$ cat config.mk
export PLATFORM = sky130hd
export DESIGN_NAME = ysyx_23060203_ifu_fetch
export DESIGN_NICKNAME = d
export VERILOG_FILES = /design/src/rtl/ysyx_23060203_ifu_fetch.sv
export SDC_FILE = /design/constraint.sdc
export NUM_CORES = 1
export LEC_CHECK = 0
export CAP_MARGIN = 40
export CORE_UTILIZATION = 52
export CTS_BUF_LIST = sky130_fd_sc_hd__clkbuf_4 sky130_fd_sc_hd__clkbuf_8
export CTS_CLUSTER_DIAMETER = 80
export DETAILED_ROUTE_END_ITERATION = 6
export PLACE_DENSITY = 0.86
export SLEW_MARGIN = 10
export SYNTH_ARGS = -nofsm -noshare
export SYNTH_HDL_FRONTEND = slang
export SYNTH_SLANG_ARGS = --single-unit
export TNS_END_PERCENT = 10
$ cat constraint.sdc
create_clock -name clock -period 8.8 [get_ports clock]
set_clock_uncertainty 0.05 [all_clocks]
set_input_delay 1.76 -clock clock [delete_from_list [all_inputs] [get_ports clock]]
set_output_delay 1.76 -clock clock [all_outputs]
set_load 0.05 [all_outputs]
$ cat src/rtl/ysyx_23060203_ifu_fetch.sv
// Instruction fetch stage: one outstanding imem request, a one-entry instruction buffer
// towards decode, static BTFN prediction and flush / jump_flush redirects.
module ysyx_23060203_ifu_fetch #(
    parameter logic [31:0] RESET_PC = 32'h3000_0000
) (
    input  logic        clock,
    input  logic        reset,
    input  logic        flush,
    input  logic [31:0] flush_pc,
    input  logic        jump_flush,
    input  logic [31:0] jump_dnpc,
    output logic        imem_req_valid,
    input  logic        imem_req_ready,
    output logic [31:0] imem_req_addr,
    input  logic        imem_resp_valid,
    output logic        imem_resp_ready,
    input  logic [31:0] imem_resp_data,
    output logic        out_valid,
    input  logic        out_ready,
    output logic [31:0] out_pc,
    output logic [31:0] out_inst
);
    typedef enum logic {S_REQ, S_WAIT} state_t;

    state_t      state, state_next;
    logic [31:0] fetch_pc, req_pc, buf_pc, buf_inst;
    logic        buf_valid, drop;
    logic        redir, taken, resp_fire, out_fire, fill;
    logic [31:0] redir_pc, imm_b, npc;

    assign redir    = flush | jump_flush;
    assign redir_pc = flush ? flush_pc : jump_dnpc;

    // Backward conditional branches are predicted taken, everything else falls through.
    assign imm_b = {{20{imem_resp_data[31]}}, imem_resp_data[7], imem_resp_data[30:25],
                    imem_resp_data[11:8], 1'b0};
    assign taken = (imem_resp_data[6:2] == 5'b11000) & imem_resp_data[31];
    assign npc   = req_pc + (taken ? imm_b : 32'd4);

    assign out_valid = buf_valid & ~redir;
    assign out_pc    = buf_pc;
    assign out_inst  = buf_inst;
    assign out_fire  = out_valid & out_ready;

    // req_pc doubles as the presented address so it stays put across redirects until accepted.
    assign imem_req_addr = req_pc;
    assign resp_fire     = imem_resp_valid & imem_resp_ready;
    assign fill          = resp_fire & ~drop & ~redir;

    always_comb begin
        state_next      = state;
        imem_req_valid  = 1'b0;
        imem_resp_ready = 1'b0;
        case (state)
            S_REQ: begin
                imem_req_valid = 1'b1;
                if (imem_req_ready) state_next = S_WAIT;
            end
            S_WAIT: begin
                imem_resp_ready = drop | ~buf_valid | out_fire;
                if (imem_resp_valid & imem_resp_ready) state_next = S_REQ;
            end
            default: state_next = S_REQ;
        endcase
    end

    always_ff @(posedge clock) begin
        if (reset) begin
            state     <= S_REQ;
            fetch_pc  <= RESET_PC;
            req_pc    <= RESET_PC;
            buf_valid <= 1'b0;
            buf_pc    <= 32'd0;
            buf_inst  <= 32'd0;
            drop      <= 1'b0;
        end else begin
            state <= state_next;

            if (redir)     fetch_pc <= redir_pc;
            else if (fill) fetch_pc <= npc;

            // The next request address is chosen when the current response retires.
            if (resp_fire) req_pc <= redir ? redir_pc : (drop ? fetch_pc : npc);

            // Any redirect poisons the in-flight or not-yet-accepted request.
            if (resp_fire)  drop <= 1'b0;
            else if (redir) drop <= 1'b1;

            if (fill) begin
                buf_valid <= 1'b1;
                buf_pc    <= req_pc;
                buf_inst  <= imem_resp_data;
            end else if (redir | out_fire) begin
                buf_valid <= 1'b0;
            end
        end
    end
endmodule

==> run metrics, run 1 <==
status completed; Worst Setup Start Kind primary input; DRC viols 0; max-cap violations 0; CTS tree done; core area 13500 µm²; routed len/inst 17.3 µm; critical path cell sequence clkdlybuf4s50_1 -> buf_4 -> or3b_1 -> a31oi_2 -> clkdlybuf4s50_1; num rows 42; maximum VDD drop 113 µV; endpoints failing setup 0; clk root buf clkbuf_8; layout cells sized above 1 6.20%; max-slew violations 0; Routed Antenna Nets 0; H-Tree Depth 4; post-layout min period 5.78 ns; crit-path most repeated cell clkdlybuf4s50_1; Clk pin slew, worst setup/hold paths 0.08 ns; Iter 0 DRT Violations 726; DIE WIDTH 121 µm; power density over cell area 145 nW/µm²; I/O pin cnt 202; ys flop type dfxtp_1; Routability Congestion 0.922; relative slew slack 45.5%; Clock Sinks 131; Longest Clk Path Bufs 2; Syn Inst Count 968; CP max FO 42; Total Wirelength 22900 µm; kind of critical path in -> out; initial antenna violation count 0; Req. time, crit path 6.99 ns; # fillers 1078; Async S/R FF share, synth 0%; RSZ-0062 raised after global routing false; sequential share of the synthesized area 35.8%; vias in the first global route 7581; Commonest cells post-synth nand2_1 (205), dfxtp_1 (131), a21oi_1 (119), nor2_1 (75), o21ai_0 (58); Die Y 121 µm; Num CTS Buffers 17; Worst Hold Class reg -> reg; global-route wire length before repair 36500 µm; GR Util All Layers 31.6%; Least-Margin Pin Slew 0.816 ns; number of flops mapped to enable cells by yosys 0; Synth Register Bits 131; count leader, synth nand2_1; vias per cell 5.98; synthesis-to-layout area growth 33.5%; Post-Syn Nets 1102; total grt overflow 0; final core occ 72.3%; Nets 1266; Initial Util 54.2%; Post-CTS Hold Buffers 0; Yosys top cell area share 35.8%; maximum clock frequency 173 MHz; setup slack, reg-to-reg 5.44 ns; Yosys cell types 70; Post-CTS Setup Inserts 0; top post-synthesis cells by area dfxtp_1 (36%), nand2_1 (11%), a21oi_1 (8.1%); Final Hold Viols 0; Antenna Cells 0; Clk Latency, worst-skew pair 0.46 ns; Tcrit/Tclk final 65.6%; Syn. warnings 0; post-route setup TNS 0 ns; leak pwr 3.57 nW; Mapped Area 7320 µm²; Max stage delay on crit path 0.84 ns; dpl hpwl 15900 µm; CP max stage cell clkdlybuf4s50_1; WP data arrival 3.97 ns; crit end category primary output; IO buf count 201; area leader, netlist dfxtp_1; cts repair resizes 0; pin count of the biggest net entering global routing 72; Die Area 14500 µm²; Avg Cell Area, Syn 7.56 µm²; via count 7898; total iterations of the first detailed-routing run 7
-- cells by family after synthesis --
logic type | synth area share, %
AOI/OAI and AO/OA | 29.3
muxes | 1.27
DFF | 35.8
xor gates and xnor gates | 2.75
buffers and inverters | 4.79
and+or+nand+nor | 20.6
adders and majority gates | 5.40
-- layer usage --
metal  track usage, %  share of wire [%]  up-vias
met5                0                  0        -
met4             13.1                2.6        0
li1                 -                  -     3790
met3             8.16                9.3       58
met1             39.2                 43     3663
met2             51.8                 46      387
-- worst paths after layout --
path                                start  cells after the start                        to
setup / recovery                    flush                      5           imem_resp_ready
hold / removal    out_pc[11]$_SDFFE_PP0P_                      2   out_pc[11]$_SDFFE_PP0P_
setup reg to reg        drop$_SDFFE_PP0N_                      8  fetch_pc[8]$_SDFFE_PP0P_
hold reg to reg   out_pc[11]$_SDFFE_PP0P_                      2   out_pc[11]$_SDFFE_PP0P_
-- registers in the layout, indices dropped and copies added (netlist names) --
| name | flops |
|---|---|
| state | 1 |
| buf_valid | 1 |
| imem_req_addr | 32 |
| out_pc | 32 |
| out_inst | 32 |
| fetch_pc | 32 |
| drop | 1 |
-- critical path, delay by kind of cell --
family | cells | cell delay (ns)
simple gates | 1 | 0.42
buf+inv | 3 | 1.53
compound gates | 1 | 0.23
-- layout by cell type (no fill, tap or decap), types with 3 or more instances in the layout --
master	Yosys	layout
a41oi_1	7	7
clkbuf_8	0	19
dfxtp_1	131	131
nor3_1	17	17
clkbuf_4	0	3
o211ai_1	7	7
o22ai_1	3	3
o31ai_1	5	5
xnor2_1	14	14
nand3_1	12	12
o21ai_1	6	6
o41ai_1	3	3
clkinv_2	0	5
xor2_1	9	9
a31oi_1	11	11
o2111ai_1	8	8
mux2i_1	7	7
buf_4	1	12
and2_1	15	15
nand4_1	7	7
nor2_1	75	72
a21oi_1	119	119
nand2_1	205	204
and3_1	4	4
nor2_2	1	3
ha_1	30	30
a21o_1	10	10
a311oi_1	9	9
o21bai_1	3	3
or2_2	3	3
o221ai_1	7	7
clkdlybuf4s50_1	0	200
inv_1	16	16
o21a_1	6	6
or3_1	3	3
o21ai_0	58	58
a22o_1	4	4
a22oi_1	21	21
clkinvlp_4	0	3
a211oi_1	23	23
-- final cells by class --
class | count | area, µm² | share of cell area [%]
multi-input combinational | 752 | 4360 | 44.7
sequential | 131 | 2620 | 26.9
timing repair buffer | 213 | 2110 | 21.6
clock buffer | 22 | 284 | 2.91
tap | 176 | 220 | 2.25
clock inverter | 10 | 108 | 1.10
inverter | 17 | 63.8 | 0.653
-- through the flow --
stage / worst slack, ns / hold WS (ns) / area, µm² / cells / power (mW)
after detailed placement: 3.03 / 0.396 / 9370 / 1289 / 0.908
final: 3.02 / 0.403 / 9770 / 1321 / 1.41
after global placement: 3.07 / 0.390 / 9360 / 1288 / 0.903
after floorplan: 3.80 / 0.412 / 7320 / 968 / 0.799
after global routing: 2.93 / 0.418 / 9770 / 1321 / 1.47
after CTS: 3.03 / 0.405 / 9770 / 1321 / 1.41
-- report_power, final --
part	leakage, nW	internal, mW	switching, mW
registers	1.07	0.617	0.0195
logic	2.31	0.108	0.156
clock network	0.199	0.273	0.241
(Power assumes the default switching activity.)
==> run 2: changes to the inputs <==
--- a/config.mk
+++ b/config.mk
@@ -6,11 +6,11 @@
 export NUM_CORES = 1
 export LEC_CHECK = 0
 export CAP_MARGIN = 40
-export CORE_UTILIZATION = 52
+export CORE_UTILIZATION = 45
 export CTS_BUF_LIST = sky130_fd_sc_hd__clkbuf_4 sky130_fd_sc_hd__clkbuf_8
 export CTS_CLUSTER_DIAMETER = 80
 export DETAILED_ROUTE_END_ITERATION = 6
-export PLACE_DENSITY = 0.86
+export PLACE_DENSITY = 0.79
 export SLEW_MARGIN = 10
 export SYNTH_ARGS = -nofsm -noshare
 export SYNTH_HDL_FRONTEND = slang
==> constraint.sdc (replaced) <==
create_clock -name clock -period 4.71 [get_ports clock]
set_clock_uncertainty 0.05 [all_clocks]
set_input_delay 0.942 -clock clock [delete_from_list [all_inputs] [get_ports clock]]
set_output_delay 0.942 -clock clock [all_outputs]
set_load 0.05 [all_outputs]
==> run 2 against run 1 <==
Compared with the run above: clock power up 69%; design area up 1.8%; sequential share of layout area down 0.49 points; global-route usage down 3.5 points; non-clock buffer count up 19; flip-flop and latch count unchanged; critical path type is now in -> reg; critical endpoint is now fetch_pc[29]$_SDFFE_PP1P_.
==> run metrics, run 2 (synthesized netlist as in run 1, its figures left out) <==
commonest non-fill, non-tap cell in the layout nand2_1; I/O pin cnt 202; Post-CTS Setup Inserts 0; Die Area 16800 µm²; power density over cell area 258 nW/µm²; Worst Hold Class reg -> reg; Routability Congestion 0.976; DRC viols 0; Tcrit/Tclk final 89.6%; clock group share of total power 33.9%; Clk Latency, worst-skew pair 0.45 ns; vias in the first global route 7351; Place WS 0.0736 ns; sequential power share 46.3%; Final Hold Viols 0; CTS tree done; DIE WIDTH 130 µm; max-slew violations 0; Nets 1285; vias per cell 5.73; synthesis-to-layout area growth 36.0%; kind of critical path in -> reg; max-cap violations 0; dpl hpwl 17000 µm; post-route setup TNS 0 ns; initial antenna violation count 0; Routed Antenna Nets 0; H-Tree Depth 4; maximum clock frequency 237 MHz; IO buf count 201; Switching Power 0.762 mW; Initial Util 46.1%; via count 7872; layout cells sized above 1 7.42%; Post-CTS Hold Buffers 0; relative slew slack 47.7%; sw frac 29.7%; CP max FO 13; post-layout min period 4.22 ns; Pint 1.80 mW; Clk pin slew, worst setup/hold paths 0.07 ns; maximum VDD drop 189 µV; pin count of the biggest net entering global routing 69; final hold slack 0.404 ns; leak pwr 3.66 nW; WP data arrival 4.49 ns; GR Util All Layers 28.1%; Clock Sinks 131; clk root buf clkbuf_8; # fillers 1473; Least-Margin Pin Slew 0.783 ns; cts repair resizes 0; Worst Setup Start Kind primary input; most frequent cells in the layout nand2_1 (204), clkdlybuf4s50_1 (198), dfxtp_1 (131); Total Wirelength 23600 µm; RSZ-0062 raised after global routing false; global-route wire length before repair 36700 µm; status completed; Longest Clk Path Bufs 2; routed len/inst 17.2 µm; slack of the critical path 0.488 ns; total iterations of the first detailed-routing run 5; crit end category register; core area 15900 µm²; share of total power in combinational logic 19.8%; endpoints failing setup 0; Num CTS Buffers 17; Iter 0 DRT Violations 603; Die Y 130 µm; total grt overflow 0; num rows 46; Req. time, crit path 4.98 ns; Antenna Cells 0
-- run 2: cell count changes in the layout (fill, tap and decap cells not counted), sizes merged --
cell	before	now
clkdlybuf4s50	200	198
bufinv	2	1
buf	13	34
clkinv	5	3
clkbuf	22	21
clkinvlp	3	2
-- run 2: cell type report --
cell class                 instances  area (µm²)  share of cell area [%]
clock inverter                     6        60.1                   0.604
sequential                       131        2620                    26.4
clock buffer                      21         277                    2.78
inverter                          17        63.8                   0.642
tap                              216         270                    2.72
multi-input combinational        752        4360                    43.8
timing repair buffer             232        2290                    23.1
-- run 2: final timing paths --
kind                                    end                     startpoint  slack (ns)  cells after the start
setup / recovery  fetch_pc[29]$_SDFFE_PP1P_              imem_resp_data[3]        0.49                     14
hold / removal      out_pc[14]$_SDFFE_PP0P_        out_pc[14]$_SDFFE_PP0P_        0.40                      2
setup reg to reg  fetch_pc[29]$_SDFFE_PP1P_  imem_req_addr[1]$_SDFFE_PP0P_        1.75                     10
hold reg to reg     out_pc[14]$_SDFFE_PP0P_        out_pc[14]$_SDFFE_PP0P_        0.40                      2
-- run 2: critical path, stage by stage --
cell	delay, ns
clkdlybuf4s50_1	0.44
nor4b_1	0.29
and3_1	0.38
buf_4	0.25
and2_1	0.15
ha_1	0.31
a2111oi_2	0.37
o21a_1	0.23
nor3_2	0.08
o21ai_1	0.20
a21oi_1	0.13
or3_1	0.36
a211oi_1	0.26
o31ai_1	0.09
-- run 2: power by group through the flow --
stage               Sequential (mW)  Clock [mW]  Combinational, mW
floorplan                      1.27           0              0.219
global placement               1.21           0              0.494
detailed placement             1.21           0              0.502
CTS                            1.19       0.883              0.504
global route                   1.19       0.924              0.544
finish                         1.19       0.869              0.508
-- run 2: metal layers --
metal | routed length (µm) | global-route usage, % | vias up
met3 | 1990 | 7.14 | 40
met1 | 10400 | 35.9 | 3662
li1 | - | - | 3827
met4 | 428 | 9.17 | 0
met2 | 10800 | 46.3 | 343
met5 | 0 | 0 | -
-- run 2: metrics by stage --
stage	total power, mW	instances	cell area, µm²	util [%]
6_report	2.57	1375	9950	62.6
5_1_grt	2.66	1375	9950	62.6
4_1_cts	2.57	1375	9950	62.6
3_5_place_dp	1.71	1348	9610	60.5
3_3_place_gp	1.70	1347	9580	60.3
2_1_floorplan	1.49	968	7320	-
==> run 3: changes to the inputs <==
--- a/config.mk
+++ b/config.mk
@@ -7,7 +7,7 @@
 export LEC_CHECK = 0
 export CAP_MARGIN = 40
 export CORE_UTILIZATION = 45
-export CTS_BUF_LIST = sky130_fd_sc_hd__clkbuf_4 sky130_fd_sc_hd__clkbuf_8
+export CTS_BUF_LIST = sky130_fd_sc_hd__clkbuf_8
 export CTS_CLUSTER_DIAMETER = 80
 export DETAILED_ROUTE_END_ITERATION = 6
 export PLACE_DENSITY = 0.79
==> run 3 against run 2 <==
Compared with the run above: worst hold slack worse by 0.00066 ns; cell count unchanged; design area about the same; flip-flop and latch count unchanged; core utilization about the same; maximum frequency about the same; power down 0.64%.
==> run metrics, run 3 (synthesized netlist as in run 1, its figures left out) <==
relative slew slack 47.3%; Least-Margin Pin Slew 0.788 ns; Nets 1285; Antenna Cells 0; Clk pin slew, worst setup/hold paths 0.07 ns; Die Area 16800 µm²; CP max stage cell clkdlybuf4s50_1; Clock Sinks 131; crit end category register; DRC viols 0; power density over cell area 256 nW/µm²; Longest Clk Path Bufs 2; dpl hpwl 17000 µm; pin count of the biggest net entering global routing 69; post-route setup TNS 0 ns; Worst Setup Start Kind primary input; synthesis-to-layout area growth 35.8%; Worst Hold Class reg -> reg; maximum clock frequency 237 MHz; dpl cell area 9610 µm²; via count 7859; post-layout min period 4.22 ns; Req. time, crit path 4.98 ns; Place WS 0.0736 ns; WP data arrival 4.49 ns; leak pwr 3.66 nW; CP max FO 13; max-cap violations 0; IO buf count 201; Total Wirelength 23600 µm; CTS tree done; total iterations of the first detailed-routing run 6; status completed; H-Tree Depth 4; total grt overflow 0; Routed Antenna Nets 0; Post-CTS Setup Inserts 0; kind of critical path in -> reg; initial antenna violation count 0; core area 15900 µm²; Routability Congestion 0.976; CP top delay family compound AO/OA/AOI/OAI gates; layout cells sized above 1 7.25%; num rows 46; maximum VDD drop 192 µV; Max stage delay on crit path 0.44 ns; global-route wire length before repair 36700 µm; clk root buf clkbuf_8; commonest non-fill, non-tap cell in the layout nand2_1; DIE WIDTH 130 µm; Die Y 130 µm; vias per cell 5.72; number of buffer and inverter stages on the critical path 2; endpoints failing setup 0; most frequent cells in the layout nand2_1 (204), clkdlybuf4s50_1 (198), dfxtp_1 (131); fin area 9940 µm²; routed len/inst 17.1 µm; Tcrit/Tclk final 89.6%; # fillers 1470; max-slew violations 0; RSZ-0062 raised after global routing false; Iter 0 DRT Violations 682; vias in the first global route 7358; I/O pin cnt 202; slack of the critical path 0.489 ns; Initial Util 46.1%; cts repair resizes 0; Final Hold Viols 0; Clk Latency, worst-skew pair 0.45 ns; Post-CTS Hold Buffers 0; Num CTS Buffers 17; GR Util All Layers 28.1%; critical path cell sequence clkdlybuf4s50_1 -> nor4b_1 -> and3_1 -> buf_4 -> and2_1 -> ha_1 -> a2111oi_2 -> o21a_1 -> nor3_2 -> o21ai_1 -> a21oi_1 -> or3_1 -> a211oi_1 -> o31ai_1
-- run 3: cell types whose count changed in the layout (fill, tap and decap cells not counted) --
cell and change:
clkbuf_4 -2, inv_1 +2
-- run 3: path summary, 6_finish.rpt --
| kind | end | depth (start not counted) | slack (ns) | startpoint |
|---|---|---|---|---|
| setup reg to reg | fetch_pc[29]$_SDFFE_PP1P_ | 10 | 1.74 | imem_req_addr[1]$_SDFFE_PP0P_ |
| setup / recovery | fetch_pc[29]$_SDFFE_PP1P_ | 14 | 0.49 | imem_resp_data[3] |
| hold / removal | out_pc[14]$_SDFFE_PP0P_ | 2 | 0.40 | out_pc[14]$_SDFFE_PP0P_ |
| hold reg to reg | out_pc[14]$_SDFFE_PP0P_ | 2 | 0.40 | out_pc[14]$_SDFFE_PP0P_ |
-- run 3: through the flow --
step	cells	utilization (%)	hold WS, ns	power, mW
after global routing	1375	62.6	0.426	2.64
after detailed placement	1348	60.5	0.396	1.71
final	1375	62.6	0.404	2.55
after CTS	1375	62.6	0.406	2.56
after global placement	1347	60.3	0.391	1.70
after floorplan	968	-	0.412	1.49
-- run 3: power by group --
part           internal, mW  switching, mW
Sequential             1.15         0.0362
Combinational         0.213          0.294
Clock                 0.422          0.431
Total                  1.79          0.761
-- run 3: cell type report --
class	instances	area (µm²)	area share, %
clock buffer	19	262	2.63
inverter	17	63.8	0.642
multi-input combinational	752	4360	43.8
tap	216	270	2.72
timing repair buffer	232	2290	23.1
sequential	131	2620	26.4
clock inverter	8	67.6	0.680
-- run 3: worst reg2reg max path, delay by kind of cell, from the launching register on --
kind | cells | cell delay, ns
compound gates | 6 | 1.30
fa+ha+maj | 2 | 0.70
flops | 1 | 0.35
simple gates | 2 | 0.44
-- run 3: metal layers --
layer / GRT usage [%] / wire [µm] / up-vias
li1: - / - / 3834
met1: 36.2 / 10500 / 3666
met2: 46.3 / 10800 / 325
met4: 8.76 / 369 / 0
met5: 0 / 0 / -
met3: 6.77 / 1890 / 34
